===== src/rtl/dwt2d_scheduler_pkg.sv =====
// Shared constants and types for the 2-D wavelet scheduler.
// Tile geometry, address width helper and FSM state encoding.
package dwt2d_scheduler_pkg;

    localparam int LENGTH = 8;
    localparam int LW = $clog2(LENGTH);

    function automatic int addr_w(input int len);
        return $clog2(len * len);
    endfunction

    localparam int ADDR_W = addr_w(LENGTH);

    typedef enum logic [2:0] {
        S_IDLE,
        S_FEED,
        S_DRAIN,
        S_NEXT,
        S_DONE
    } state_t;

endpackage


===== src/rtl/dwt2d_addr_gen.sv =====
// Maps (pass, line, index) to a tile RAM address.
// Row pass walks along a row, column pass walks down a column.
module dwt2d_addr_gen
    import dwt2d_scheduler_pkg::*;
(
    input  logic              pass,
    input  logic [LW-1:0]     line,
    input  logic [LW-1:0]     k,
    output logic [ADDR_W-1:0] addr
);

    // Multiplying by LENGTH is a concatenation since LENGTH is a power of two
    always_comb begin
        addr = pass ? {k, line} : {line, k};
    end

endmodule


===== src/rtl/dwt2d_scheduler.sv =====
// Drives row then column passes of an in-place tile through the 1-D core.
// Reads a line, streams it to the core, writes results back in place.
module dwt2d_scheduler
    import dwt2d_scheduler_pkg::*;
#(
    parameter int TIMEOUT = 64
) (
    input  logic              clk,
    input  logic              resetn,
    input  logic              start,
    output logic              busy,
    output logic              done,
    output logic              error,
    output logic              pass,
    output logic              mem_rd_en,
    output logic [ADDR_W-1:0] mem_rd_addr,
    input  logic [7:0]        mem_rd_data,
    output logic              mem_wr_en,
    output logic [ADDR_W-1:0] mem_wr_addr,
    output logic [7:0]        mem_wr_data,
    output logic              core_en,
    output logic              core_valid,
    output logic [7:0]        core_in,
    input  logic              core_result,
    input  logic [7:0]        core_out
);

    localparam int TW = $clog2(TIMEOUT + 1);
    localparam logic [LW-1:0] LAST = LW'(LENGTH - 1);
    localparam logic [TW-1:0] TMO_LAST = TW'(TIMEOUT - 1);

    state_t state, state_nxt;

    logic [LW-1:0]     line;
    logic [LW-1:0]     k_rd;
    logic [LW-1:0]     k_wr;
    logic [TW-1:0]     tmo;
    logic              accept;
    logic              tmo_hit;
    logic              go;
    logic [ADDR_W-1:0] wr_addr;

    dwt2d_addr_gen u_rd_addr (
        .pass (pass),
        .line (line),
        .k    (k_rd),
        .addr (mem_rd_addr)
    );

    dwt2d_addr_gen u_wr_addr (
        .pass (pass),
        .line (line),
        .k    (k_wr),
        .addr (wr_addr)
    );

    // State register
    always_ff @(posedge clk or negedge resetn) begin
        if (!resetn) state <= S_IDLE;
        else         state <= state_nxt;
    end

    // Next-state logic and result acceptance
    always_comb begin
        state_nxt = state;
        accept    = 1'b0;
        tmo_hit   = 1'b0;
        go        = 1'b0;
        unique case (state)
            S_IDLE: begin
                if (start) begin
                    go        = 1'b1;
                    state_nxt = S_FEED;
                end
            end
            S_FEED: begin
                accept = core_result;
                if (k_rd == LAST) state_nxt = S_DRAIN;
            end
            S_DRAIN: begin
                accept  = core_result;
                tmo_hit = !core_result && (tmo == TMO_LAST);
                if (core_result && k_wr == LAST) state_nxt = S_NEXT;
                else if (tmo_hit)                state_nxt = S_IDLE;
            end
            S_NEXT: begin
                if (line != LAST || !pass) state_nxt = S_FEED;
                else                       state_nxt = S_DONE;
            end
            S_DONE: state_nxt = S_IDLE;
            default: state_nxt = S_IDLE;
        endcase
    end

    // Status and read strobe follow the state directly
    always_comb begin
        busy      = (state == S_FEED) || (state == S_DRAIN) || (state == S_NEXT);
        done      = (state == S_DONE);
        mem_rd_en = (state == S_FEED);
        core_in   = core_valid ? mem_rd_data : 8'd0;
    end

    // Line, index, timeout counters and sticky error
    always_ff @(posedge clk or negedge resetn) begin
        if (!resetn) begin
            line  <= '0;
            pass  <= 1'b0;
            k_rd  <= '0;
            k_wr  <= '0;
            tmo   <= '0;
            error <= 1'b0;
        end else begin
            if (go) begin
                line  <= '0;
                pass  <= 1'b0;
                k_rd  <= '0;
                k_wr  <= '0;
                tmo   <= '0;
                error <= 1'b0;
            end
            if (state == S_FEED) k_rd <= k_rd + 1'b1;
            if (accept)          k_wr <= k_wr + 1'b1;
            if (state == S_DRAIN) begin
                tmo <= core_result ? '0 : tmo + 1'b1;
            end
            if (tmo_hit) error <= 1'b1;
            if (state == S_NEXT) begin
                k_rd <= '0;
                k_wr <= '0;
                tmo  <= '0;
                if (line != LAST) begin
                    line <= line + 1'b1;
                end else begin
                    line <= '0;
                    pass <= 1'b1;
                end
            end
        end
    end

    // Registered write-back of accepted core results
    always_ff @(posedge clk or negedge resetn) begin
        if (!resetn) begin
            mem_wr_en   <= 1'b0;
            mem_wr_addr <= '0;
            mem_wr_data <= '0;
        end else begin
            mem_wr_en <= accept;
            if (accept) begin
                mem_wr_addr <= wr_addr;
                mem_wr_data <= core_out;
            end
        end
    end

    // Core stream is the read strobe delayed by the RAM latency
    always_ff @(posedge clk or negedge resetn) begin
        if (!resetn) begin
            core_valid <= 1'b0;
            core_en    <= 1'b0;
        end else begin
            core_valid <= mem_rd_en;
            core_en    <= mem_rd_en && (k_rd == '0);
        end
    end

endmodule


===== config.mk =====
export PLATFORM = sky130hd
export DESIGN_NAME = dwt2d_scheduler
export DESIGN_NICKNAME = d
export VERILOG_FILES = /design/src/rtl/dwt2d_scheduler_pkg.sv /design/src/rtl/dwt2d_addr_gen.sv /design/src/rtl/dwt2d_scheduler.sv
export SDC_FILE = /design/constraint.sdc
export NUM_CORES = 1
export LEC_CHECK = 0
export ABC_AREA = 1
export CAP_MARGIN = 20
export CORE_ASPECT_RATIO = 0.9
export CORE_MARGIN = 2
export CORE_UTILIZATION = 40
export CTS_BUF_LIST = sky130_fd_sc_hd__clkbuf_16
export DETAILED_ROUTE_END_ITERATION = 10
export HOLD_SLACK_MARGIN = 0.15
export PLACE_DENSITY = 0.69
export SLEW_MARGIN = 15
export SYNTH_ARGS = -nofsm -noshare
export SYNTH_HDL_FRONTEND = slang
export SYNTH_SLANG_ARGS = --single-unit

===== constraint.sdc =====
create_clock -name clk -period 3.6 [get_ports clk]
set_input_delay 1.08 -clock clk [delete_from_list [all_inputs] [get_ports clk]]
set_output_delay 1.08 -clock clk [all_outputs]
set_load 0.005 [all_outputs]

After elaboration in Yosys (flattened, before gate mapping)
Index checks and enable logic that the tools add are counted.
W data, S select, Z words.
{"block": "totals", "register_bits": 38, "input_bits": 20, "output_inout_bits": 36, "wordCells": 73}
{"block": "classes", "add_sub_neg": 4, "eq_ne": 11, "n_mux": 29, "reduce_logical": 17}
{"cell": "$mux W3", "count": 12}
{"cell": "$mux W7", "count": 4}
{"cell": "$mux W6", "count": 2}
{"cell": "$pmux W3 S4", "count": 1}
{"cell": "$add A3 B1 Y3 const B", "count": 3}
{"cell": "$eq A3 B3 Y1 const B", "count": 3}
{"cell": "$mux W1", "count": 9}
{"cell": "$reduce_bool A3 Y1", "count": 3}
{"cell": "$mux W8", "count": 1}
{"cell": "$add A7 B1 Y7 const B", "count": 1}
{"cell": "$eq A7 B6 Y1 const B", "count": 1}
{"cell": "$eq A3 B2 Y1 const B", "count": 2}
{"cell": "$logic_not A3 Y1", "count": 2}
{"cell": "$ne A3 B3 Y1 const B", "count": 2}
{"cell": "$reduce_bool A2 Y1", "count": 2}
{"cell": "$eq A3 B1 Y1 const B", "count": 1}
{"cell": "$logic_and A1 B1 Y1", "count": 3}
{"cell": "$logic_or A1 B1 Y1", "count": 3}
{"cell": "$reduce_and A3 Y1", "count": 1}
{"cell": "$logic_not A1 Y1", "count": 2}
{"cell": "$ne A2 B1 Y1 const B", "count": 1}
{"cell": "$ne A2 B2 Y1 const B", "count": 1}
{"cell": "$reduce_or A2 Y1", "count": 1}

Longest topological paths before layout
Gate-level depths: netlist (run 1).
{"block": "logic_depth", "ltp_word": 5, "depth_mapped": 9}

Hierarchy
A second synthesis (run 1) with hierarchy kept.
{"block": "unflattened", "hier_cells": 268, "hier_area_um2": 1979.4}
{"module": "dwt2d_scheduler", "n_inst": 1, "cells_each": 230, "area_per_inst_um2": 1836.8, "seq_area_each_um2": 950.9}
{"module": "dwt2d_addr_gen", "n_inst": 2, "cells_each": 19, "area_per_inst_um2": 71.3, "seq_area_each_um2": 0.0}

Worst setup path after synthesis (run 1)
No wires, ideal clock.
{"block": "synth_timing", "path_kind": "input -> output", "from": "input port mem_rd_data[0]", "to": "output port core_in[0]", "t_arrival_ps": 1179, "t_required_ps": 2520, "path_slack_ps": 1341, "cell_stages": 2, "n_path_buf": 0, "cell_sequence": "nand2_1 -> inv_1"}
{"block": "synth_via", "elab_chain_cells": 1}
{"element": "from (decl)", "line_no": "dwt2d_scheduler.sv:17", "rtl": "input logic [7:0] mem_rd_data,"}
{"element": "$mux W8", "line_no": "dwt2d_scheduler.sv:100", "rtl": "core_in = core_valid ? mem_rd_data : 8'd0;"}
{"element": "to (decl)", "line_no": "dwt2d_scheduler.sv:23", "rtl": "output logic [7:0] core_in,"}
No other way between the ends.

Worst setup path in the final report (run 1)
Ends and elaborated chain as after synthesis.

==> results.py, run 1 <==
metrics = {
    "timing": {
        "rsz0062_at_grt": "false",
        "setup_tns_ps": 0,
        "worst_slew_pin_slew_ps": 839,
        "min_period_ps": 3230,
        "setup_ws_ps": 367,
        "hold_violations": 0,
        "finClkSkew_ps": 2.69,
        "max_freq_ghz": 0.309,
        "slew_headroom_pct": 44.0,
        "post-route-period-util_pct": 89.8,
        "slew_violations": 0,
        "final-setup-viol-count": 0,
    },
    "grt": {
        "grt_pass1_wl_mm": 7.27,
        "antenna_found_initial": 0,
        "grt_pass1_vias": 1647,
        "grt.total_usage_pct": 16.7,
        "grt_max_degree": 39,
        "grt-ovfl-total": 0,
    },
    "drt": {
        "drcViolationCount": 0,
        "routedWlPerCell_um": 11.2,
        "ant_nets": 0,
        "vias_per_cell": 4.66,
        "vias": 1728,
        "drt_iter0_drc": 86,
        "wirelength_mm": 4.15,
        "first_pass_iters": 4,
    },
    "logic_synthesis": {
        "synth.most_common_cell": "nand2_1",
        "synth_edf_count": 0,
        "synthSimpleGateAreaFrac_pct": 27.8,
        "seq_area_frac_synth_pct": 48.9,
        "synth_top_family_by_area": "simple AND/OR/NAND/NOR gates",
        "synth-xor-area-share_pct": 0,
        "async_flop_share_pct": 100,
        "synthMuxAreaShare_pct": 0,
        "synthesis.nets": 278,
        "synth_top_cell_area_share_pct": 48.9,
        "synth_seq_cells": 38,
        "synth_fa_ha_area_share_pct": 5.15,
        "synth.yosys.warnings": 0,
        "synth_largest_area_cell": "dfrtp_1",
        "synthCells": 250,
        "synth_compound_area_share_pct": 9.01,
        "synth_common_cells": "nand2_1 (86), dfrtp_1 (38), inv_1 (31)",
        "synth.avg_cell_area_um2": 7.77,
        "synth.distinct_cells": 22,
        "synth_area_leaders": "dfrtp_1 (49%), nand2_1 (17%), inv_1 (6.0%)",
        "synth-main-ff-cell": "dfrtp_1",
        "netlist_area_mm2": 0.00194,
    },
    "final_layout": {
        "diodes": 0,
        "fin_nets": 334,
        "fin_util_pct": 55.8,
        "final_layout_size_suffix_gt1_share_pct": 6.21,
        "area_delta_synth_final_pct": 37.2,
        "finalNonFillerCells": 371,
    },
    "place": {
        "dp_cells": 364,
        "place_hpwl_mm": 3.05,
        "gp_congestion": 0.773,
        "port_buffers": 55,
        "pre_cts_ws_ps": 370,
    },
    "setup_path": {
        "cp_max_fo": 1,
        "critPathRequiredTime_ps": 2520,
        "worstPathArrival_ps": 2150,
        "criticalPathCategory": "in -> out",
        "worst_setup_path_start_kind": "input pin",
        "critPathCaptureType": "primary output",
    },
    "worst_hold_path": {
        "hold_class": "reg -> reg",
    },
    "clocking": {
        "clk_path_buf_depth": 2,
        "cts_tree": "built",
        "cts_htree_levels": 2,
        "ctsResizeCount": 0,
        "cts.sinks": 38,
        "worstSkewPairLatency_ps": 270,
        "clk_pin_slew_ps": 50,
        "clockRootBuffer": "clkbuf_16",
        "cts_setup_buffers": 0,
        "numCtsBuffers": 5,
        "cts_hold_buffers": 0,
    },
    "die": {
        "pin_count": 56,
        "chipHeight_um": 70.1,
        "die_w_um": 77.5,
        "rows": 24,
        "die_area_mm2": 0.00543,
        "core-area_mm2": 0.00477,
        "initial_core_util_pct": 40.7,
    },
    "flow_run": {
        "drv_cap": 0,
    },
    "outcome": {
        "status": "finished clean",
    },
    "pwr": {
        "ir_worst_vdd_mv": 0.373,
        "cellLeakagePower_nw": 1.35,
        "p_per_area_mw_per_mm2": 720,
    },
}
==> cell families after synthesis <==
| family | after synthesis |
|---|---|
| DFF | 38 |
| and+or+nand+nor | 129 |
| adders and majority gates | 8 |
| buffers and inverters | 43 |
| AOI/OAI and AO/OA | 32 |
==> metal layers <==
metal | vias to the layer above | GRT usage [%] | wire length, um
li1 | 894 | - | -
met1 | 782 | 23.0 | 2080
met2 | 43 | 26.2 | 1840
met3 | 9 | 3.49 | 167
met4 | 0 | 6.15 | 63
met5 | - | 0 | 0
==> critical path: stages <==
cell and delay [ps]:
clkdlybuf4s50_1 460, nand2_1 50, inv_1 70, clkdlybuf4s50_1 500
==> where the power goes <==
| group | switching (W) | internal [W] |
|---|---|---|
| sequential | 0.000115 | 0.000573 |
| clock | 0.000152 | 0.000247 |
| combinational | 0.000410 | 0.000422 |
| total | 0.000677 | 0.00124 |
==> flip-flops by register name, summed over array words and instances, names as in the netlist <==
register / flops
mem_wr_addr: 6
mem_wr_data: 8
tmo: 7
core_valid: 1
state: 3
k_rd: 3
core_en: 1
line: 3
pass: 1
mem_wr_en: 1
error: 1
k_wr: 3
==> stage by stage <==
stage                     total power [W]  hold slack [ps]  instance area, um2
final                             0.00192              476                2670
after global routing              0.00209              512                2670
after CTS                         0.00194              479                2670
after detailed placement          0.00153              464                2530
after global placement            0.00152              465                2530
after floorplan                   0.00112              467                1940
==> cell type report <==
cell class                 instances  area (um2)
clock buffer                       5         125
clock inverter                     2        7.51
fill                             429        2110
inverter                          37         139
multi-input combinational        169         816
sequential                        38         951
tap                               65        81.3
timing repair buffer              55         546
==> path summary, 6_finish.rpt <==
| kind | from | end | slack [ps] | cells after the start |
|---|---|---|---|---|
| min | mem_wr_data[5] | mem_wr_data[5] | 480 | 2 |
| max | mem_rd_data[0] | core_in[0] | 370 | 4 |
| max in group asynchronous | resetn | k_wr[2] | 2170 | 1 |
| max reg2reg | state[2] | mem_wr_data[0] | 1990 | 7 |
| min in group asynchronous | resetn | mem_wr_addr[2] | 910 | 1 |
| min reg2reg | mem_wr_data[5] | mem_wr_data[5] | 480 | 2 |
==> cells in the final DEF, fill, tap and decap left out, types with 2 or more instances in the layout <==
master and instances:
clkdlybuf4s50_1 54, nand3_2 2, nand2_2 2, nor2_2 3, clkbuf_16 5, dfrtp_1 38
o21ai_0 12, inv_2 6, nand2_1 86, nand3_1 17, a21oi_1 6, nor2_1 15
nand4_1 2, inv_1 33, ha_1 8, o21ai_1 8, a21boi_0 2, o21bai_1 3
Note: power is estimated with default switching activity, not from simulation.
==> run 2, diff against run 1 <==
--- a/config.mk
+++ b/config.mk
@@ -11,6 +11,7 @@
 export CORE_MARGIN = 2
 export CORE_UTILIZATION = 40
 export CTS_BUF_LIST = sky130_fd_sc_hd__clkbuf_16
+export CTS_CLUSTER_DIAMETER = 120
 export DETAILED_ROUTE_END_ITERATION = 10
 export HOLD_SLACK_MARGIN = 0.15
 export PLACE_DENSITY = 0.69
==> results of run 2 <==
Same layout as run 1: the final DEF is identical, and so are final timing and power.
==> run 3, diff against run 2 <==
--- a/config.mk
+++ b/config.mk
@@ -11,7 +11,8 @@
 export CORE_MARGIN = 2
 export CORE_UTILIZATION = 40
 export CTS_BUF_LIST = sky130_fd_sc_hd__clkbuf_16
-export CTS_CLUSTER_DIAMETER = 120
+export CTS_CLUSTER_DIAMETER = 200
+export CTS_CLUSTER_SIZE = 25
 export DETAILED_ROUTE_END_ITERATION = 10
 export HOLD_SLACK_MARGIN = 0.15
 export PLACE_DENSITY = 0.69
==> results of run 3 <==
Same layout as run 1: the final DEF is identical, and so are final timing and power.
